[config.mk]
export PLATFORM = sky130hd
export DESIGN_NAME = mem_port_arbiter_flat
export DESIGN_NICKNAME = d
export VERILOG_FILES = /design/src/rtl/mem_port_arbiter_if.sv /design/src/rtl/mem_port_arbiter.sv /design/src/flat_wrapper.sv
export SDC_FILE = /design/constraint.sdc
export NUM_CORES = 1
export LEC_CHECK = 0
export ABC_AREA = 1
export CELL_PAD_IN_SITES_DETAIL_PLACEMENT = 1
export CELL_PAD_IN_SITES_GLOBAL_PLACEMENT = 1
export CORE_AREA = 2 2 212 214
export DETAILED_ROUTE_END_ITERATION = 8
export DIE_AREA = 0 0 214 216
export PLACE_DENSITY = 0.73
export REMOVE_ABC_BUFFERS = 1
export SYNTH_ARGS = -nofsm -noshare
export SYNTH_HDL_FRONTEND = slang
export SYNTH_SLANG_ARGS = --single-unit
[constraint.sdc]
create_clock -name clk -period 17.2 [get_ports clk]
set_input_delay 5.16 -clock clk [delete_from_list [all_inputs] [get_ports clk]]
set_output_delay 5.16 -clock clk [all_outputs]
set_load 0.05 [all_outputs]
[src/rtl/mem_port_arbiter_if.sv]
// Bus bundle for mem_port_arbiter: fetch side (i_*), memory-stage side (d_*)
// and the shared downstream memory port (m_*).
// master: the arbiter's view. slave: the surrounding pipeline/memory view.
interface mem_port_arbiter_if #(
  parameter int ADDR_W = 64,
  parameter int DATA_W = 64
);
  logic              i_valid;
  logic [ADDR_W-1:0] i_addr;
  logic              i_data_ok;
  logic [DATA_W-1:0] i_rdata;

  logic              d_valid;
  logic [ADDR_W-1:0] d_addr;
  logic [2:0]        d_size;
  logic [7:0]        d_strobe;
  logic [DATA_W-1:0] d_wdata;
  logic              d_data_ok;
  logic [DATA_W-1:0] d_rdata;

  logic              m_valid;
  logic [ADDR_W-1:0] m_addr;
  logic [2:0]        m_size;
  logic [7:0]        m_strobe;
  logic [DATA_W-1:0] m_wdata;
  logic              m_ready;
  logic [DATA_W-1:0] m_rdata;

  modport master (
    input  i_valid, i_addr, d_valid, d_addr, d_size, d_strobe, d_wdata,
    input  m_ready, m_rdata,
    output i_data_ok, i_rdata, d_data_ok, d_rdata,
    output m_valid, m_addr, m_size, m_strobe, m_wdata
  );

  modport slave (
    output i_valid, i_addr, d_valid, d_addr, d_size, d_strobe, d_wdata,
    output m_ready, m_rdata,
    input  i_data_ok, i_rdata, d_data_ok, d_rdata,
    input  m_valid, m_addr, m_size, m_strobe, m_wdata
  );
endinterface

[src/rtl/mem_port_arbiter.sv]
// mem_port_arbiter: shares one downstream memory port between instruction
// fetch (I) and the memory stage (D). One access at a time, grant held until
// m_ready, response routed only to the granted side. Includes a sticky
// watchdog for hung accesses (TIMEOUT_CYCLES = 0 disables it).
// Optional build macro MEM_PORT_ARBITER_RR_EN: alternate the grant when both
// sides request together; otherwise D always wins over I.
//
// state     | meaning
// ST_IDLE   | no access in flight, m_valid low, requests sampled here
// ST_BUSY_I | fetch access presented downstream, waiting for m_ready
// ST_BUSY_D | data access presented downstream, waiting for m_ready
module mem_port_arbiter #(
  parameter int ADDR_W         = 64,
  parameter int DATA_W         = 64,
  parameter int TIMEOUT_CYCLES = 1024
) (
  input  logic                clk,
  input  logic                reset,
  mem_port_arbiter_if.master  bus,
  output logic                busy,
  output logic                err
);

  localparam logic [1:0] ST_IDLE   = 2'b00;
  localparam logic [1:0] ST_BUSY_I = 2'b01;
  localparam logic [1:0] ST_BUSY_D = 2'b10;

  localparam logic [2:0] SIZE_WORD = 3'b011;

  localparam int              WD_W    = (TIMEOUT_CYCLES > 0) ? $clog2(TIMEOUT_CYCLES + 1) : 1;
  localparam logic [WD_W-1:0] WD_LOAD = WD_W'(TIMEOUT_CYCLES);
  localparam logic [WD_W-1:0] WD_ONE  = WD_W'(1);

  logic [1:0]        state_q, state_d;
  logic [ADDR_W-1:0] m_addr_q, m_addr_d;
  logic [2:0]        m_size_q, m_size_d;
  logic [7:0]        m_strobe_q, m_strobe_d;
  logic [DATA_W-1:0] m_wdata_q, m_wdata_d;
  logic [WD_W-1:0]   wd_q;
  logic              err_q;
  logic              pick_d;
  logic              enter_busy;
  logic              in_busy;

`ifdef MEM_PORT_ARBITER_RR_EN
  // last_grant_q: 1 = D was granted last, 0 = I (reset value)
  logic last_grant_q;

  // Contention goes to the side that did not win last time
  always_comb begin
    if (bus.d_valid && bus.i_valid) pick_d = ~last_grant_q;
    else                            pick_d = bus.d_valid;
  end

  // Remember which side took the port at every grant
  always_ff @(posedge clk or posedge reset) begin
    if (reset)           last_grant_q <= 1'b0;
    else if (enter_busy) last_grant_q <= (state_d == ST_BUSY_D);
  end
`else
  // Fixed priority: the memory stage holds the older instruction
  always_comb begin
    pick_d = bus.d_valid;
  end
`endif

  // Next state and downstream payload capture at grant time
  always_comb begin
    state_d    = state_q;
    m_addr_d   = m_addr_q;
    m_size_d   = m_size_q;
    m_strobe_d = m_strobe_q;
    m_wdata_d  = m_wdata_q;
    case (state_q)
      ST_IDLE: begin
        if (pick_d) begin
          state_d    = ST_BUSY_D;
          m_addr_d   = bus.d_addr;
          m_size_d   = bus.d_size;
          m_strobe_d = bus.d_strobe;
          m_wdata_d  = bus.d_wdata;
        end else if (bus.i_valid) begin
          state_d    = ST_BUSY_I;
          m_addr_d   = bus.i_addr;
          m_size_d   = SIZE_WORD;
          m_strobe_d = '0;
          m_wdata_d  = '0;
        end
      end
      ST_BUSY_I, ST_BUSY_D: begin
        if (bus.m_ready) state_d = ST_IDLE;
      end
      default: state_d = ST_IDLE;
    endcase
  end

  // State and payload registers; reset abandons any in-flight access
  always_ff @(posedge clk or posedge reset) begin
    if (reset) begin
      state_q    <= ST_IDLE;
      m_addr_q   <= '0;
      m_size_q   <= '0;
      m_strobe_q <= '0;
      m_wdata_q  <= '0;
    end else begin
      state_q    <= state_d;
      m_addr_q   <= m_addr_d;
      m_size_q   <= m_size_d;
      m_strobe_q <= m_strobe_d;
      m_wdata_q  <= m_wdata_d;
    end
  end

  assign in_busy    = (state_q == ST_BUSY_I) || (state_q == ST_BUSY_D);
  assign enter_busy = (state_q == ST_IDLE) && (state_d != ST_IDLE);

  // Watchdog: down-counter loaded at grant, one tick per stalled busy cycle,
  // holds at zero; err latches when the count reaches terminal
  always_ff @(posedge clk or posedge reset) begin
    if (reset) begin
      wd_q  <= '0;
      err_q <= 1'b0;
    end else if (enter_busy) begin
      wd_q <= WD_LOAD;
    end else if (in_busy && !bus.m_ready && (wd_q != '0)) begin
      wd_q <= wd_q - WD_ONE;
      if (wd_q == WD_ONE) err_q <= 1'b1;
    end
  end

  assign bus.m_valid  = in_busy;
  assign bus.m_addr   = m_addr_q;
  assign bus.m_size   = m_size_q;
  assign bus.m_strobe = m_strobe_q;
  assign bus.m_wdata  = m_wdata_q;

  assign bus.i_data_ok = (state_q == ST_BUSY_I) && bus.m_ready;
  assign bus.d_data_ok = (state_q == ST_BUSY_D) && bus.m_ready;
  assign bus.i_rdata   = bus.i_data_ok ? bus.m_rdata : '0;
  assign bus.d_rdata   = bus.d_data_ok ? bus.m_rdata : '0;

  assign busy = in_busy;
  assign err  = err_q;

endmodule

[src/flat_wrapper.sv]
// flat-port wrapper written by rule: the top's interface ports become plain ports
module mem_port_arbiter_flat 
#(
  parameter int ADDR_W         = 64,
  parameter int DATA_W         = 64,
  parameter int TIMEOUT_CYCLES = 1024
)
  (clk, reset, busy, err, bus_i_valid, bus_i_addr, bus_d_valid, bus_d_addr, bus_d_size, bus_d_strobe, bus_d_wdata, bus_m_ready, bus_m_rdata, bus_i_data_ok, bus_i_rdata, bus_d_data_ok, bus_d_rdata, bus_m_valid, bus_m_addr, bus_m_size, bus_m_strobe, bus_m_wdata);
  mem_port_arbiter_if #(.ADDR_W(ADDR_W), .DATA_W(DATA_W)) bus_i ();
  input  logic clk;
  input  logic reset;
  output logic busy;
  output logic err;
  input wire logic [$bits(bus_i.i_valid)-1:0] bus_i_valid;
  input wire logic [$bits(bus_i.i_addr)-1:0] bus_i_addr;
  input wire logic [$bits(bus_i.d_valid)-1:0] bus_d_valid;
  input wire logic [$bits(bus_i.d_addr)-1:0] bus_d_addr;
  input wire logic [$bits(bus_i.d_size)-1:0] bus_d_size;
  input wire logic [$bits(bus_i.d_strobe)-1:0] bus_d_strobe;
  input wire logic [$bits(bus_i.d_wdata)-1:0] bus_d_wdata;
  input wire logic [$bits(bus_i.m_ready)-1:0] bus_m_ready;
  input wire logic [$bits(bus_i.m_rdata)-1:0] bus_m_rdata;
  output wire logic [$bits(bus_i.i_data_ok)-1:0] bus_i_data_ok;
  output wire logic [$bits(bus_i.i_rdata)-1:0] bus_i_rdata;
  output wire logic [$bits(bus_i.d_data_ok)-1:0] bus_d_data_ok;
  output wire logic [$bits(bus_i.d_rdata)-1:0] bus_d_rdata;
  output wire logic [$bits(bus_i.m_valid)-1:0] bus_m_valid;
  output wire logic [$bits(bus_i.m_addr)-1:0] bus_m_addr;
  output wire logic [$bits(bus_i.m_size)-1:0] bus_m_size;
  output wire logic [$bits(bus_i.m_strobe)-1:0] bus_m_strobe;
  output wire logic [$bits(bus_i.m_wdata)-1:0] bus_m_wdata;
  assign bus_i.i_valid = bus_i_valid;
  assign bus_i.i_addr = bus_i_addr;
  assign bus_i.d_valid = bus_d_valid;
  assign bus_i.d_addr = bus_d_addr;
  assign bus_i.d_size = bus_d_size;
  assign bus_i.d_strobe = bus_d_strobe;
  assign bus_i.d_wdata = bus_d_wdata;
  assign bus_i.m_ready = bus_m_ready;
  assign bus_i.m_rdata = bus_m_rdata;
  assign bus_i_data_ok = bus_i.i_data_ok;
  assign bus_i_rdata = bus_i.i_rdata;
  assign bus_d_data_ok = bus_i.d_data_ok;
  assign bus_d_rdata = bus_i.d_rdata;
  assign bus_m_valid = bus_i.m_valid;
  assign bus_m_addr = bus_i.m_addr;
  assign bus_m_size = bus_i.m_size;
  assign bus_m_strobe = bus_i.m_strobe;
  assign bus_m_wdata = bus_i.m_wdata;
  mem_port_arbiter #(.ADDR_W(ADDR_W), .DATA_W(DATA_W), .TIMEOUT_CYCLES(TIMEOUT_CYCLES)) u_core (.clk(clk), .reset(reset), .bus(bus_i), .busy(busy), .err(err));
endmodule
==> impl_metrics.toml, run 1 <==
[synthesis]
synth_top_area_share_pct = 50.2
netlist_top_cells_area = "dfrtp_1 (50%), nor2_1 (11%), nand2_1 (8.3%)"
synth_commonest_cells = "nor2_1 (217), nand2_1 (169), inv_1 (159)"
syn_area_per_cell_um2 = 7.50
ys_types = 24
synth_top_cell_by_area = "dfrtp_1"
synthArstFlopShare_pct = 100
ys.flop_type = "dfrtp_1"
yosysWarnings = 0
synth.cell_area_mm2 = 0.00763
synth_seq_cells = 153
yosysMostFrequentCell = "nor2_1"
synth-edff-count = 0
seq_area_frac_synth_pct = 50.2
synthCells = 1017

[cts]
clock_path_buffers = 2
clkLatencyLatePin_ns = 0.44
cts.sinks = 153
cts_hold_buf = 0
cts_max_level = 4
cts_tree = "yes"
cts_setup_buffers = 0
cts.root.buffer_cell = "clkbuf_16"
numCtsBuffers = 17
postCtsResizedCells = 0
path_clk_slew_ns = 0.07

[drt]
via_count = 8737
m1WireLength_um = 15000
drc = 0
vias_per_cell = 4.11
drt-total-wl_um = 39300
first_pass_iters = 4
routed-wl-met3_um = 2860
ant_nets = 0
routed.top_layer = "met5"
first_iter_violations = 341
wl_met2_um = 20000
wl_per_cell_um = 18.5

[layout]
drive_above_1_share_pct = 3.01
fill_cells = 5237
area_delta_synth_final_pct = 85.9
final_nets = 1796

[floorplanning]
io_pins = 544
core_region_area_mm2 = 0.0438
die-height_um = 216
initial_core_util_pct = 17.4
row_count = 77
dieArea_mm2 = 0.0462
die_w_um = 214

[worst_setup_path]
r2r_start = "u_core.state_q[1]"
crit_start = "bus_m_ready"
crit_arrival_ns = 7.66
cp-start-kind = "input pin"
crit_fanout = 65
required_ns = 12.04
cp-end-kind = "output pin"
worstSetupPathType = "in -> out"

[power_and_ir_drop]
p_per_area_mw_per_mm2 = 196
ir_drop_mv = 0.0951
swShare_pct = 52.5
pwr-share-seq_pct = 23.3
p_switching_w = 0.00146
pwr-share-comb_pct = 61.4
internal-power_w = 0.00132
p_leak_nw = 6.16
p_clk_share_pct = 15.3

[sta]
worst_pin_slew_ns = 1.24
hold_viol = 0
layout_min_cycle_time_ns = 12.82
fin_worst_skew_ns = 0.0107
slew_viol_final = 0
timing.slew.headroom_pct = 17.2
period_share_pct = 74.5
rsz0062_at_grt = "false"
finalSetupViolCount = 0
fmaxAchievable_mhz = 78.0
whs_ns = 0.483
tns_ns = 0

[global_routing]
overflow = 0
antenna_found_initial = 13
track_usage_pct = 16.6
grt_max_degree = 104
grt_pass1_vias = 9382
grt_pass1_wl_um = 58100

[place]
place_congestion = 0.954
port_buffers = 543
hpwl_um = 30600

[flow_run]
drv_cap = 0

[min_path]
min_from = "u_core.err"
min_path_type = "reg -> reg"

[status]
status = "completed"
==> final cells by class <==
cell class              count  area, um2  area share [%]
diodes                      6       15.0           0.106
clock buffers              19        433            3.05
clock inverters            11        198            1.39
inverters                 160        606            4.27
multi-input cells         635       2880            20.3
flip-flops and latches    153       3830            27.0
well taps                 592        741            5.22
repair buffers            550       5490            38.7
==> worst max-delay path, stage by stage <==
cell,delay [ns]
clkdlybuf4s50_1,0.55
nand2_2,0.68
nor2_1,0.36
clkdlybuf4s50_1,0.86
==> power by group through the flow <==
stage | sequential [W] | combinational (W) | clock (W)
finish | 0.000647 | 0.00170 | 0.000424
global route | 0.000672 | 0.00180 | 0.000449
CTS | 0.000652 | 0.00173 | 0.000435
detailed placement | 0.000655 | 0.00172 | 0
global placement | 0.000644 | 0.00170 | 0
floorplan | 0.00123 | 0.000481 | 0
==> per-stage QoR <==
step | total power [W] | utilization, % | setup slack [ns] | cells | area, um2
final | 0.00277 | 32.4 | 4.38 | 2126 | 14200
after CTS | 0.00281 | 32.3 | 4.36 | 2120 | 14200
after detailed placement | 0.00237 | 30.9 | 4.36 | 2090 | 13500
after global routing | 0.00292 | 32.4 | 4.25 | 2124 | 14200
after floorplan | 0.00171 | - | 5.11 | 948 | 7300
after global placement | 0.00234 | 30.9 | 4.36 | 2090 | 13500
==> metal layers <==
layer	vias to the layer above	track usage (%)
met5	-	0
met4	6	8.00
met3	63	4.95
met2	393	30.6
met1	4119	17.3
li1	4156	-
==> placed cells by master, fill, tap and decap left out <==
master	synthesis	final
nor2_2	1	1
xor2_1	2	2
ha_1	7	6
o21ai_0	76	76
clkinv_2	0	1
clkdlybuf4s50_1	0	542
inv_1	159	158
inv_2	1	1
o21ai_2	1	1
diode_2	0	6
clkinv_4	0	3
nand3_1	87	87
clkbuf_16	0	17
a21oi_4	0	1
nor3_1	1	1
clkinvlp_4	0	1
nor3_2	1	1
a31oi_1	64	64
a21oi_1	1	1
dfrtp_1	153	153
nor2_1	217	217
o22a_1	2	2
nand2_1	169	167
nand2_2	1	3
o21bai_1	4	4
clkbuf_1	41	2
ha_2	0	1
buf_4	3	8
inv_6	0	2
bufinv_16	0	5
==> sequential cells by signal, summed over array words and instances (netlist names) <==
| register | count |
|---|---|
| u_core.bus.m_addr | 64 |
| u_core.wd_q | 11 |
| u_core.err | 1 |
| u_core.state_q | 2 |
| u_core.bus.m_strobe | 8 |
| u_core.bus.m_wdata | 64 |
| u_core.bus.m_size | 3 |
==> path summary, 6_finish.rpt <==
kind / slack [ns] / end / cells after the start
worst max-delay path: 4.38 / bus_d_rdata[7] / 4
worst max register to register: 13.31 / u_core.bus.m_wdata[31] / 8
worst min register to register: 0.48 / u_core.err / 1
max in group asynchronous: 10.52 / u_core.bus.m_wdata[10] / 3
worst min-delay path: 0.48 / u_core.err / 1
min in group asynchronous: 5.31 / u_core.bus.m_wdata[51] / 2
==> logic make-up after synthesis <==
logic type	share of synthesized area, %
AO/OA/AOI/OAI	11.1
XOR/XNOR	0.230
adder cells (fa/ha/maj)	1.15
buffers and inverters	12.3
flip-flops	50.2
AND/OR/NAND/NOR	25.0
Power figures use the tool's default switching activity.
==> inputs of run 2 (changes only) <==
--- a/config.mk
+++ b/config.mk
@@ -8,10 +8,10 @@
 export ABC_AREA = 1
 export CELL_PAD_IN_SITES_DETAIL_PLACEMENT = 1
 export CELL_PAD_IN_SITES_GLOBAL_PLACEMENT = 1
-export CORE_AREA = 2 2 212 214
+export CORE_AREA = 2 2 209 211
 export DETAILED_ROUTE_END_ITERATION = 8
-export DIE_AREA = 0 0 214 216
-export PLACE_DENSITY = 0.73
+export DIE_AREA = 0 0 211 213
+export PLACE_DENSITY = 0.74
 export REMOVE_ABC_BUFFERS = 1
 export SYNTH_ARGS = -nofsm -noshare
 export SYNTH_HDL_FRONTEND = slang
==> constraint.sdc (replaced) <==
create_clock -name clk -period 12.5 [get_ports clk]
set_input_delay 3.75 -clock clk [delete_from_list [all_inputs] [get_ports clk]]
set_output_delay 3.75 -clock clk [all_outputs]
set_load 0.05 [all_outputs]
==> run 2 against run 1 <==
Against the previous run:
- die area down 2.8%
- wire length down 6.2%
- critical path depth unchanged
- total power up 35%
- highest routed layer unchanged
==> impl_metrics.toml, run 2 (synthesis results as in run 1) <==
[worst_setup_path]
worstSetupPathType = "in -> out"
cp-start-kind = "input pin"
cp-end-kind = "output pin"
crit_arrival_ns = 6.25
crit_fanout = 65
reg2reg_slack_ns = 8.60
required_ns = 8.75

[floorplanning]
initial_core_util_pct = 17.9
die-height_um = 213
row_count = 76
io_pins = 544
dieArea_mm2 = 0.0449
core_region_area_mm2 = 0.0427
die_w_um = 211

[drt]
drt-total-wl_um = 36900
ant_nets = 0
wl_per_cell_um = 17.7
first_pass_iters = 4
via_count = 8681
drc = 0
first_iter_violations = 406
vias_per_cell = 4.17

[power_and_ir_drop]
total_power_w = 0.00374
p_leak_nw = 6.12
ir_drop_mv = 0.134
p_per_area_mw_per_mm2 = 266

[status]
status = "completed"

[cts]
postCtsResizedCells = 0
cts.root.buffer_cell = "clkbuf_16"
cts.sinks = 153
clock_path_buffers = 2
cts_tree = "yes"
numCtsBuffers = 17
clkLatencyLatePin_ns = 0.46
cts_setup_buffers = 0
cts_max_level = 4
path_clk_slew_ns = 0.06
cts_hold_buf = 0

[layout]
drive_above_1_share_pct = 3.20
final-instance-count-excl-fill = 2081
area_delta_synth_final_pct = 84.3
layout_commonest_cell = "clkdlybuf4s50_1"
layout_common_cells = "clkdlybuf4s50_1 (542), nor2_1 (217), nand2_1 (167), inv_1 (158), dfrtp_1 (153)"
final_nets = 1795

[flow_run]
drv_cap = 0

[sta]
worst_pin_slew_ns = 1.17
timing.slew.headroom_pct = 21.6
fmaxAchievable_mhz = 100
layout_min_cycle_time_ns = 10.0
finalSetupViolCount = 0
rsz0062_at_grt = "false"
tns_ns = 0
fin_worst_skew_ns = 0.0192
period_share_pct = 80.0
slew_viol_final = 0
hold_viol = 0

[global_routing]
track_usage_pct = 16.1
overflow = 0
antenna_found_initial = 8
grt_max_degree = 112
grt_pass1_vias = 9170
grt_pass1_wl_um = 54300

[min_path]
min_path_type = "reg -> reg"

[place]
port_buffers = 543
dp.cells = 2043
hpwl_um = 28700
place_congestion = 0.828
-- run 2: final timing paths --
check | start | end | depth (start not counted)
setup / recovery | bus_m_ready | bus_i_rdata[3] | 4
hold / removal | u_core.err | u_core.err | 1
setup reg to reg | u_core.state_q[0] | u_core.bus.m_wdata[23] | 8
hold reg to reg | u_core.err | u_core.err | 1
max in group asynchronous | reset | u_core.wd_q[1] | 3
min in group asynchronous | reset | u_core.bus.m_strobe[1] | 2
-- run 2: through the flow --
stage               util, %  hold WS (ns)  setup WS [ns]  instance area (um2)
finish                 33.0         0.514           2.50                14100
global route           33.0         0.544           2.33                14100
CTS                    32.9         0.517           2.49                14100
detailed placement     31.6         0.476           2.49                13500
global placement       31.6         0.468           2.53                13500
floorplan                 -         0.498           3.23                 7300
-- run 2: final cells by class --
cell class                      count  area [um2]
Multi-Input combinational cell    635        2890
Sequential cell                   153        3830
Fill cell                        5144       28600
Antenna cell                        6        15.0
Clock inverter                     15         140
Tap cell                          546         683
Inverter                          160         606
Clock buffer                       17         425
Timing Repair Buffer              549        5480
-- run 2: per-layer routing --
| layer | routed length (um) | share of wire, % | global-route usage [%] | vias up |
|---|---|---|---|---|
| met5 | 26 | 0.070 | 0 | - |
| met4 | 1520 | 4.1 | 8.72 | 4 |
| met3 | 3170 | 8.6 | 6.09 | 58 |
| met2 | 18600 | 51 | 28.9 | 392 |
| met1 | 13500 | 37 | 16.1 | 4067 |
| li1 | - | - | - | 4160 |
-- run 2: critical path, stage by stage --
cell	delay, ns
clkdlybuf4s50_1	0.56
nand2_2	0.63
nor2_1	0.41
clkdlybuf4s50_1	0.88
-- run 2: report_power, final --
group | internal [W] | total [W] | switching, W | leakage [nW]
Clock | 0.000276 | 0.000512 | 0.000235 | 0.267
Sequential | 0.000741 | 0.000889 | 0.000148 | 1.85
Combinational | 0.000721 | 0.00234 | 0.00162 | 4.00
